## config.mk

```make
export PLATFORM = sky130hd
export DESIGN_NAME = lcd_text_ctrl
export DESIGN_NICKNAME = d
export VERILOG_FILES = /design/src/rtl/lcd_text_ctrl.sv
export SDC_FILE = /design/constraint.sdc
export NUM_CORES = 1
export LEC_CHECK = 0
export CAP_MARGIN = 20
export CORE_MARGIN = 2
export CORE_UTILIZATION = 57
export CTS_BUF_LIST = sky130_fd_sc_hd__clkbuf_16
export CTS_CLUSTER_SIZE = 24
export DETAILED_ROUTE_END_ITERATION = 7
export GPL_TIMING_DRIVEN = 0
export HOLD_SLACK_MARGIN = 0.02
export PLACE_DENSITY = 0.95
export SLEW_MARGIN = 30
export SYNTH_ARGS = -nofsm -noshare
export SYNTH_HDL_FRONTEND = slang
export SYNTH_SLANG_ARGS = --single-unit
```

## constraint.sdc

```tcl
create_clock -name clk -period 7.4 [get_ports clk]
set_clock_uncertainty 0.15 [all_clocks]
set_input_delay 1.48 -clock clk [delete_from_list [all_inputs] [get_ports clk]]
set_output_delay 1.48 -clock clk [all_outputs]
set_load 0.03 [all_outputs]
```

## src/rtl/lcd_text_ctrl.sv

```systemverilog
// Character LCD controller: power-up delay, init command sequence, then redraws
// the whole display from a text snapshot latched when an update is accepted.
module lcd_text_ctrl #(
    parameter int unsigned ROWS     = 2,
    parameter int unsigned COLS     = 16,
    parameter int unsigned E_CYCLES = 25,
    parameter int unsigned CMD_WAIT = 2500,
    parameter int unsigned CLR_WAIT = 82000,
    parameter int unsigned PWR_WAIT = 750000,
    parameter int unsigned AUTO     = 0
) (
    input  logic                   clk,
    input  logic                   reset,
    input  logic [ROWS*COLS*8-1:0] text,
    input  logic                   update,
    output logic                   ready,
    output logic                   E,
    output logic                   RS,
    output logic                   RW,
    output logic [7:0]             DB
);

    localparam int unsigned MaxA   = (PWR_WAIT > CLR_WAIT) ? PWR_WAIT : CLR_WAIT;
    localparam int unsigned MaxB   = (CMD_WAIT > E_CYCLES) ? CMD_WAIT : E_CYCLES;
    localparam int unsigned MaxCnt = (MaxA > MaxB) ? MaxA : MaxB;
    localparam int unsigned CntW   = (MaxCnt > 1) ? $clog2(MaxCnt) : 1;
    localparam int unsigned RowW   = (ROWS > 1) ? $clog2(ROWS) : 1;
    localparam int unsigned ColW   = $clog2(COLS);
    localparam int unsigned IdxW   = $clog2(ROWS * COLS * 8);

    localparam logic [CntW-1:0] ELast   = CntW'(E_CYCLES - 1);
    localparam logic [CntW-1:0] CmdLast = CntW'(CMD_WAIT - 1);
    localparam logic [CntW-1:0] ClrLast = CntW'(CLR_WAIT - 1);
    localparam logic [CntW-1:0] PwrLast = CntW'(PWR_WAIT - 1);
    localparam logic [RowW-1:0] RowLast = RowW'(ROWS - 1);
    localparam logic [ColW-1:0] ColLast = ColW'(COLS - 1);

    typedef enum logic [2:0] {StPwrup, StInit, StIdle, StAddr, StChar} state_e;
    typedef enum logic [1:0] {PhSetup, PhEhigh, PhHold, PhWait} phase_e;

    state_e                 st_q, nx_st;
    phase_e                 ph_q;
    logic [CntW-1:0]        cnt_q, wait_last;
    logic [1:0]             idx_q, nx_idx;
    logic [RowW-1:0]        row_q, nx_row;
    logic [ColW-1:0]        col_q, nx_col;
    logic                   clr_q, nx_clr, nx_rs;
    logic [7:0]             nx_db;
    logic [IdxW-1:0]        ch_lsb;
    logic [ROWS*COLS*8-1:0] snap_q;

    function automatic logic [7:0] init_cmd(input logic [1:0] i);
        case (i)
            2'd0:    return 8'h38;
            2'd1:    return 8'h0C;
            2'd2:    return 8'h01;
            default: return 8'h06;
        endcase
    endfunction

    // Set-DDRAM-address command for the first column of row r.
    function automatic logic [7:0] addr_cmd(input logic [1:0] r);
        logic [6:0] base;
        case (r)
            2'd0:    base = 7'h00;
            2'd1:    base = 7'h40;
            2'd2:    base = 7'(COLS);
            default: base = 7'(64 + COLS);
        endcase
        return {1'b1, base};
    endfunction

    assign RW        = 1'b0;
    assign wait_last = clr_q ? ClrLast : CmdLast;

    // What the next write is once the current one has finished its wait.
    always_comb begin
        nx_st  = st_q;
        nx_row = row_q;
        nx_col = col_q;
        nx_idx = idx_q;
        nx_rs  = 1'b0;
        nx_db  = 8'h00;
        nx_clr = 1'b0;
        case (st_q)
            StInit: begin
                if (idx_q == 2'd3) begin
                    nx_st = StIdle;
                end else begin
                    nx_idx = idx_q + 2'd1;
                    nx_db  = init_cmd(nx_idx);
                    nx_clr = (nx_idx == 2'd2);
                end
            end
            StAddr: begin
                nx_st  = StChar;
                nx_col = '0;
                nx_rs  = 1'b1;
            end
            StChar: begin
                if (col_q == ColLast) begin
                    if (row_q == RowLast) begin
                        nx_st = StIdle;
                    end else begin
                        nx_st  = StAddr;
                        nx_row = row_q + 1'b1;
                        nx_db  = addr_cmd(2'(nx_row));
                    end
                end else begin
                    nx_col = col_q + 1'b1;
                    nx_rs  = 1'b1;
                end
            end
            default: ;
        endcase
        ch_lsb = IdxW'((32'(nx_row) * COLS + 32'(nx_col)) * 8);
        if (nx_rs) nx_db = snap_q[ch_lsb +: 8];
    end

    always_ff @(posedge clk or negedge reset) begin
        if (!reset) begin
            st_q   <= StPwrup;
            ph_q   <= PhSetup;
            cnt_q  <= '0;
            idx_q  <= '0;
            row_q  <= '0;
            col_q  <= '0;
            clr_q  <= 1'b0;
            snap_q <= {(ROWS * COLS){8'h20}};
            ready  <= 1'b0;
            E      <= 1'b0;
            RS     <= 1'b0;
            DB     <= 8'h00;
        end else begin
            case (st_q)
                StPwrup: begin
                    if (cnt_q == PwrLast) begin
                        st_q  <= StInit;
                        idx_q <= '0;
                        DB    <= init_cmd(2'd0);
                        RS    <= 1'b0;
                        clr_q <= 1'b0;
                        ph_q  <= PhSetup;
                    end else begin
                        cnt_q <= cnt_q + 1'b1;
                    end
                end
                StIdle: begin
                    if (ready && (update || (AUTO != 0))) begin
                        snap_q <= text;
                        row_q  <= '0;
                        col_q  <= '0;
                        st_q   <= StAddr;
                        ready  <= 1'b0;
                        DB     <= addr_cmd(2'd0);
                        RS     <= 1'b0;
                        clr_q  <= 1'b0;
                        ph_q   <= PhSetup;
                    end
                end
                default: begin
                    unique case (ph_q)
                        PhSetup: begin
                            E     <= 1'b1;
                            cnt_q <= '0;
                            ph_q  <= PhEhigh;
                        end
                        PhEhigh: begin
                            if (cnt_q == ELast) begin
                                E    <= 1'b0;
                                ph_q <= PhHold;
                            end else begin
                                cnt_q <= cnt_q + 1'b1;
                            end
                        end
                        PhHold: begin
                            cnt_q <= '0;
                            ph_q  <= PhWait;
                        end
                        PhWait: begin
                            if (cnt_q == wait_last) begin
                                cnt_q <= '0;
                                st_q  <= nx_st;
                                row_q <= nx_row;
                                col_q <= nx_col;
                                idx_q <= nx_idx;
                                if (nx_st == StIdle) begin
                                    ready <= 1'b1;
                                end else begin
                                    DB    <= nx_db;
                                    RS    <= nx_rs;
                                    clr_q <= nx_clr;
                                    ph_q  <= PhSetup;
                                end
                            end else begin
                                cnt_q <= cnt_q + 1'b1;
                            end
                        end
                    endcase
                end
            endcase
        end
    end

endmodule

```

==> metrics.cfg, run 1 <==
[die]
die_height_um=165
floorplan.core_area_um2=25300
boundaryPins=271
floorplan.die_area_um2=27200
die_x_um=165
number_of_placement_rows=58
floorplan.initialDensity_pct=58.4

[clock_tree]
clock_insertion_delay_worst_skew_ns=0.58
root_buffer=clkbuf_16
postCtsSetupBuffers=0
clkTransAtPathRegs_ns=0.07
clockBufferDepth=3
cts_resized=0
cts-htree-levels=1
cts.sinks=300
cts_tree=done
hold_buffers=0
cts_inserted_buffers=31

[route]
routed_wirelength_um=57200
ant_nets=0
detailroute.via_count=15800
vias_per_cell=6.25
firstDrtPassIters=8
routedWlPerCell_um=22.6
drc_violations=0
drtIter0Drc=2728

[logic_synthesis]
synth-async-reset-ratio_pct=100
synthesized_net_count=2144
postSynthAreaPerCell_um2=7.91
synthesis.instances=1870
ys_ff_latch=300
netlist-cell-type-count=70
synth-seq-area-share_pct=51.0
synth_edf_count=0
syn-cell-area_um2=14800
most_frequently_used_flop_master_after_synthesis=dfrtp_1
ys.warnings.count=0

[sta]
whs_ns=0.311
max_slew.worst_pin.slew_ns=0.998
worst_slack_ns=3.35
maxSlewHeadroom_pct=33.5
clock.fmax_ghz=0.247
setup_viol=0
final.min_clock_period_ns=4.05
report.final.hold_viol_count=0
final-max-slew-violation-count=0
period_share_pct=54.8
rsz0062_at_grt=no

[run]
maxCapViolCount=0

[global_routing]
overflow=0
initial_antenna_violation_count=0
grt_start_max_net_pins=95
grt_first_pass_wirelength_um=85300
grt_usage_pct=41.8
first_global_vias=15600

[critical_path]
r2r_slack_ns=3.35
crit_path_cell_trace=buf_2 > nor3b_1 > nand3_1 > buf_2 > nand2_4 > buf_2 > clkbuf_1 > nand3_1 > a32oi_1 > a211o_1 > nand3_1
cp-end-kind=register
worst_r2r_startpoint=st_q[1]
reg2reg_to=DB[0]
cp_slowest_stage_delay_ns=0.70
timing.setup.critical_path_class=reg -> reg
critPathMaxFanout=10
ff2ff_path_depth=11
critical_path_required_ns=7.70
timing.critical_path.buf_inv=4
critPathSlowestCell=clkbuf_1
timing.critical_path.from_type=register
startpoint=st_q[1]
worst-endpoint-arrival_ns=4.35
path_delay_family=buffers and inverters
worst_setup_path_endpoint=DB[0]
critical_path_depth=11

[layout]
layout_cell_share_with_drive_strength_beyond_1_pct=6.64
final_core_util_pct=75.2
layout_fillers=1704
num-nets-final=2450
area_growth_syn_to_layout_pct=28.8

[power_and_ir_drop]
p_per_area_nw_per_um2=182
power_leakage_nw=9.42
ir_drop_mv=0.161

[hold_path]
hp-class=reg -> reg

[outcome]
outcome=finished clean

[placement]
pre_cts_slack_ns=3.20
placement.io_buffers=269
gpl.final_weighted_congestion=1.02
dpl.hpwl_um=40600

state kept, by name (all words and copies together), names as in the netlist:
name    count
ready       1
cnt_q      20
st_q        3
DB          8
RS          1
E           1
idx_q       2
ph_q        2
row_q       1
col_q       4
snap_q    256
clr_q       1
final cells by class:
cell class / instances / area (um^2) / share of cell area (%)
antenna: 2 / 5.00 / 0.0263
buffer: 117 / 524 / 2.75
clock buffer: 31 / 776 / 4.07
clock inverter: 26 / 272 / 1.43
inverter: 11 / 41.3 / 0.217
multi-input combinational: 1442 / 6690 / 35.1
sequential: 300 / 7550 / 39.6
tap: 330 / 413 / 2.17
timing repair buffer: 273 / 2790 / 14.6
stage by stage:
step / area, um^2 / power (mW) / std cells / setup TNS (ns)
floorplan: 14800 / 1.67 / 1870 / 0
global placement: 17900 / 1.85 / 2469 / -2150.99
CTS: 19000 / 3.45 / 2530 / 0
finish: 19100 / 3.46 / 2532 / 0
detailed placement: 18000 / 1.86 / 2473 / 0
global route: 19000 / 3.53 / 2530 / 0
synthesized netlist by cell type (11+ instances only):
| cell | number | share of area (%) |
|---|---|---|
| o21ai_0 | 31 | 1.0 |
| nor2_1 | 48 | 1.2 |
| a311oi_1 | 11 | 0.65 |
| buf_2 | 34 | 1.2 |
| nand2_1 | 981 | 25 |
| and3_1 | 38 | 1.6 |
| ha_1 | 15 | 1.3 |
| a31oi_1 | 25 | 1.1 |
| a211oi_1 | 32 | 1.6 |
| xor2_1 | 13 | 0.77 |
| dfrtp_1 | 268 | 45 |
| dfstp_2 | 32 | 5.7 |
| clkbuf_1 | 73 | 1.9 |
| nand3_1 | 74 | 2.5 |
| nand4_1 | 11 | 0.47 |
| a21oi_1 | 38 | 1.3 |
report_power, final:
part           total (mW)  internal [mW]  switching, mW
Sequential           1.64           1.64              0
Clock                1.63          0.937          0.694
Combinational       0.189          0.125         0.0639
tightest hold or removal path, stage by stage (launching register included):
cell     delay (ns)
dfstp_2        0.37
nand2_1        0.05
nand2_1        0.05
worst min path at each step:
stage	start	to	slack, ns	cells after the start
after floorplan	snap_q[0]	snap_q[0]	0.29	2
after global placement	snap_q[85]	snap_q[85]	0.30	2
after detailed placement	snap_q[69]	snap_q[69]	0.30	2
after CTS	snap_q[69]	snap_q[69]	0.31	2
after global routing	snap_q[77]	snap_q[77]	0.32	2
final	snap_q[77]	snap_q[77]	0.31	2
metal layers:
| layer | routed length (um) | GRT usage (%) | share of wire [%] |
|---|---|---|---|
| met1 | 19600 | 51.1 | 34 |
| met2 | 25400 | 65.8 | 44 |
| met3 | 8040 | 13.7 | 14 |
| met4 | 4240 | 23.4 | 7.4 |
| met5 | 0 | 0 | 0 |
placed cells by master (no fill, tap or decap), types with 15 or more instances in the layout:
| master | count |
|---|---|
| a211oi_1 | 32 |
| nor2_1 | 47 |
| clkbuf_1 | 73 |
| and3_1 | 38 |
| buf_2 | 34 |
| nand3_1 | 74 |
| a21oi_1 | 38 |
| dfrtp_1 | 268 |
| clkdlybuf4s50_1 | 268 |
| a31oi_1 | 25 |
| clkbuf_16 | 31 |
| ha_1 | 15 |
| nand2_1 | 981 |
| o21ai_0 | 31 |
| dfstp_2 | 32 |
cells by family after synthesis:
family	after synthesis	synth area share, %
AOI/OAI and AO/OA	201	9.39
xor gates and xnor gates	14	0.829
adders and majority gates	15	1.27
buffers and inverters	128	3.82
DFF	300	51.0
muxes	7	0.474
other	1	0.0254
and+or+nand+nor	1204	33.2
Note: power is estimated with default switching activity, not from simulation.
==> run 2: changes to the inputs <==
CORE_UTILIZATION = 48   (was 57)
PLACE_DENSITY = 0.86   (was 0.95)
clock period = 3.35 ns   (was 7.4 ns; I/O delays follow)
==> metrics.cfg, run 2 (synthesis gave the netlist of run 1 again) <==
[outcome]
outcome=finished clean  ; unchanged

[global_routing]
grt_usage_pct=33.7  ; was 41.8%
initial_antenna_violation_count=0  ; unchanged
first_global_vias=15100  ; was 15600
overflow=0  ; unchanged
grt_start_max_net_pins=94  ; was 95
grt_first_pass_wirelength_um=84200  ; was 85300 um

[sta]
setup_viol=0  ; unchanged
final.min_clock_period_ns=3.33  ; was 4.05 ns
maxSlewHeadroom_pct=32.3  ; was 33.5%
max_slew.worst_pin.slew_ns=1.01  ; was 0.998 ns
period_share_pct=99.5  ; was 54.8%
final-max-slew-violation-count=0  ; unchanged
setup_tns_ns=0  ; unchanged
clock.fmax_ghz=0.300  ; was 0.247 GHz
report.final.hold_viol_count=0  ; unchanged

[die]
boundaryPins=271  ; unchanged
floorplan.die_area_um2=32200  ; was 27200 um^2
number_of_placement_rows=64  ; was 58
die_x_um=180  ; was 165 um
floorplan.core_area_um2=30400  ; was 25300 um^2
floorplan.initialDensity_pct=48.6  ; was 58.4%
die_height_um=180  ; was 165 um

[layout]
layout_cell_share_with_drive_strength_beyond_1_pct=7.80  ; was 6.64%
final_cell_area_um2=19400  ; was 19100 um^2
area_growth_syn_to_layout_pct=30.9  ; was 28.8%
layout_fillers=2452  ; was 1704
layout_commonest_cell=nand2_1  ; unchanged
regMostFlops=snap_q  ; unchanged
biggestRegsByFlops=snap_q: 256 flops, cnt_q: 20 flops, DB: 8 flops  ; unchanged
final_cell_mix=nand2_1, clkdlybuf4s50_1, dfrtp_1  ; was nand2_1, dfrtp_1, clkdlybuf4s50_1
largest_register_ffs=256  ; unchanged
ff_latch_area_um2=7550  ; about the same
num-nets-final=2455  ; was 2450
area_of_the_multi_input_gates_um2=6740  ; was 6690 um^2
n_antenna_cell=0  ; was 2

[hold_path]
hp-class=reg -> reg  ; unchanged
hold_path.startpoint=snap_q[53]  ; was snap_q[77]

[route]
drc_violations=0  ; unchanged
vias_per_cell=5.87  ; was 6.25
routedWlPerCell_um=21.4  ; was 22.6 um
detailroute.via_count=15300  ; was 15800
routed_wirelength_um=55700  ; was 57200 um
ant_nets=0  ; unchanged
firstDrtPassIters=6  ; was 8
drtIter0Drc=1972  ; was 2728

[critical_path]
cp-end-kind=register  ; unchanged
critPathMaxFanout=10  ; unchanged
worst_r2r_startpoint=st_q[2]  ; was st_q[1]
worst-endpoint-arrival_ns=3.57  ; was 4.35 ns
critical_path_required_ns=3.58  ; was 7.70 ns
startpoint=st_q[2]  ; was st_q[1]
timing.setup.critical_path_class=reg -> reg  ; unchanged
timing.critical_path.from_type=register  ; unchanged

[power_and_ir_drop]
p_per_area_nw_per_um2=407  ; was 182 nW/um^2
design_power_total_mw=7.88  ; was 3.46 mW
power_leakage_nw=9.55  ; was 9.42 nW
ir_drop_mv=0.308  ; was 0.161 mV

[clock_tree]
cts_inserted_buffers=34  ; was 31
clockBufferDepth=3  ; unchanged
clock_insertion_delay_worst_skew_ns=0.53  ; was 0.58 ns
cts-htree-levels=2  ; was 1
clkTransAtPathRegs_ns=0.06  ; was 0.07 ns
cts_tree=done  ; unchanged
root_buffer=clkbuf_16  ; unchanged
cts.sinks=300  ; unchanged

[placement]
detailed_place.area_um2=18100  ; was 18000 um^2
placement.io_buffers=269  ; unchanged
dpl.hpwl_um=41100  ; was 40600 um
gpl.final_weighted_congestion=1.03  ; was 1.02

[run]
maxCapViolCount=0  ; unchanged

[run 2: cell types whose count changed in the layout (fill, tap and decap cells not counted), sizes merged]
cell and delta:
clkinvlp +2, clkinv -7, clkbuf +7, diode -2
inv +6, buf -3, dlygate4sd3 +1
[run 2: metal layers]
metal / global-route usage, % / up-vias / wire length (um)
met3: 7.70 / 233 / 6170
li1: - / 6725 / -
met1: 42.9 / 7223 / 20700
met2: 54.1 / 1087 / 25700
met4: 16.7 / 0 / 3160
met5: 0 / - / 0
[run 2: what timing repair did]
action | 4_1_cts | 5_1_grt
endpoints found under the setup margin | 104 | 43
endpoints found under the hold margin | 12 | 0
hold buffers | 1 | 0
buffers inserted | 0 | 2
gates resized for setup | 13 | 30
pin swaps | 1 | 2
[run 2: layout make-up]
| cell class | instances | share of cell area, % |
|---|---|---|
| well taps | 396 | 2.56 |
| repair buffers | 276 | 14.6 |
| flip-flops and latches | 300 | 39.0 |
| plain buffers | 116 | 2.91 |
| clock buffers | 34 | 4.39 |
| inverters | 11 | 0.213 |
| clock inverters | 27 | 1.48 |
| multi-input cells | 1442 | 34.8 |
[run 2: worst paths after layout]
path                          endpoint  slack [ns]  cells past startpoint
max in group asynchronous  snap_q[205]        1.34                      5
min reg2reg                 snap_q[53]        0.31                      2
min in group asynchronous     cnt_q[5]        0.42                      2
min                         snap_q[53]        0.31                      2
max                              DB[3]        0.02                     11
max reg2reg                      DB[3]        0.02                     11
[run 2: per-stage QoR]
stage	setup slack [ns]	hold WS (ns)	instances	util, %
floorplan	0.830	0.224	1870	-
global placement	-10.84	0.298	2535	59.1
detailed placement	-0.387	0.300	2539	59.5
CTS	0.00109	0.310	2601	63.3
global route	-0.0109	0.323	2602	63.6
finish	0.0156	0.311	2602	63.6
[run 2: power by group]
part           total [mW]  switching, mW  internal, mW
clock                3.83           1.58          2.26
combinational       0.422          0.141         0.281
sequential           3.63              0          3.63
total                7.88           1.72          6.16
[run 2: critical path, stage by stage (launching register included)]
cell and delay [ns]:
dfrtp_1 0.42, or3b_1 0.39, buf_2 0.21, o211ai_2 0.17, buf_4 0.21, nand2_4 0.09, clkbuf_2 0.29, nand2_1 0.15
a31oi_1 0.21, a32oi_1 0.36, nand4_1 0.21, a221o_1 0.35
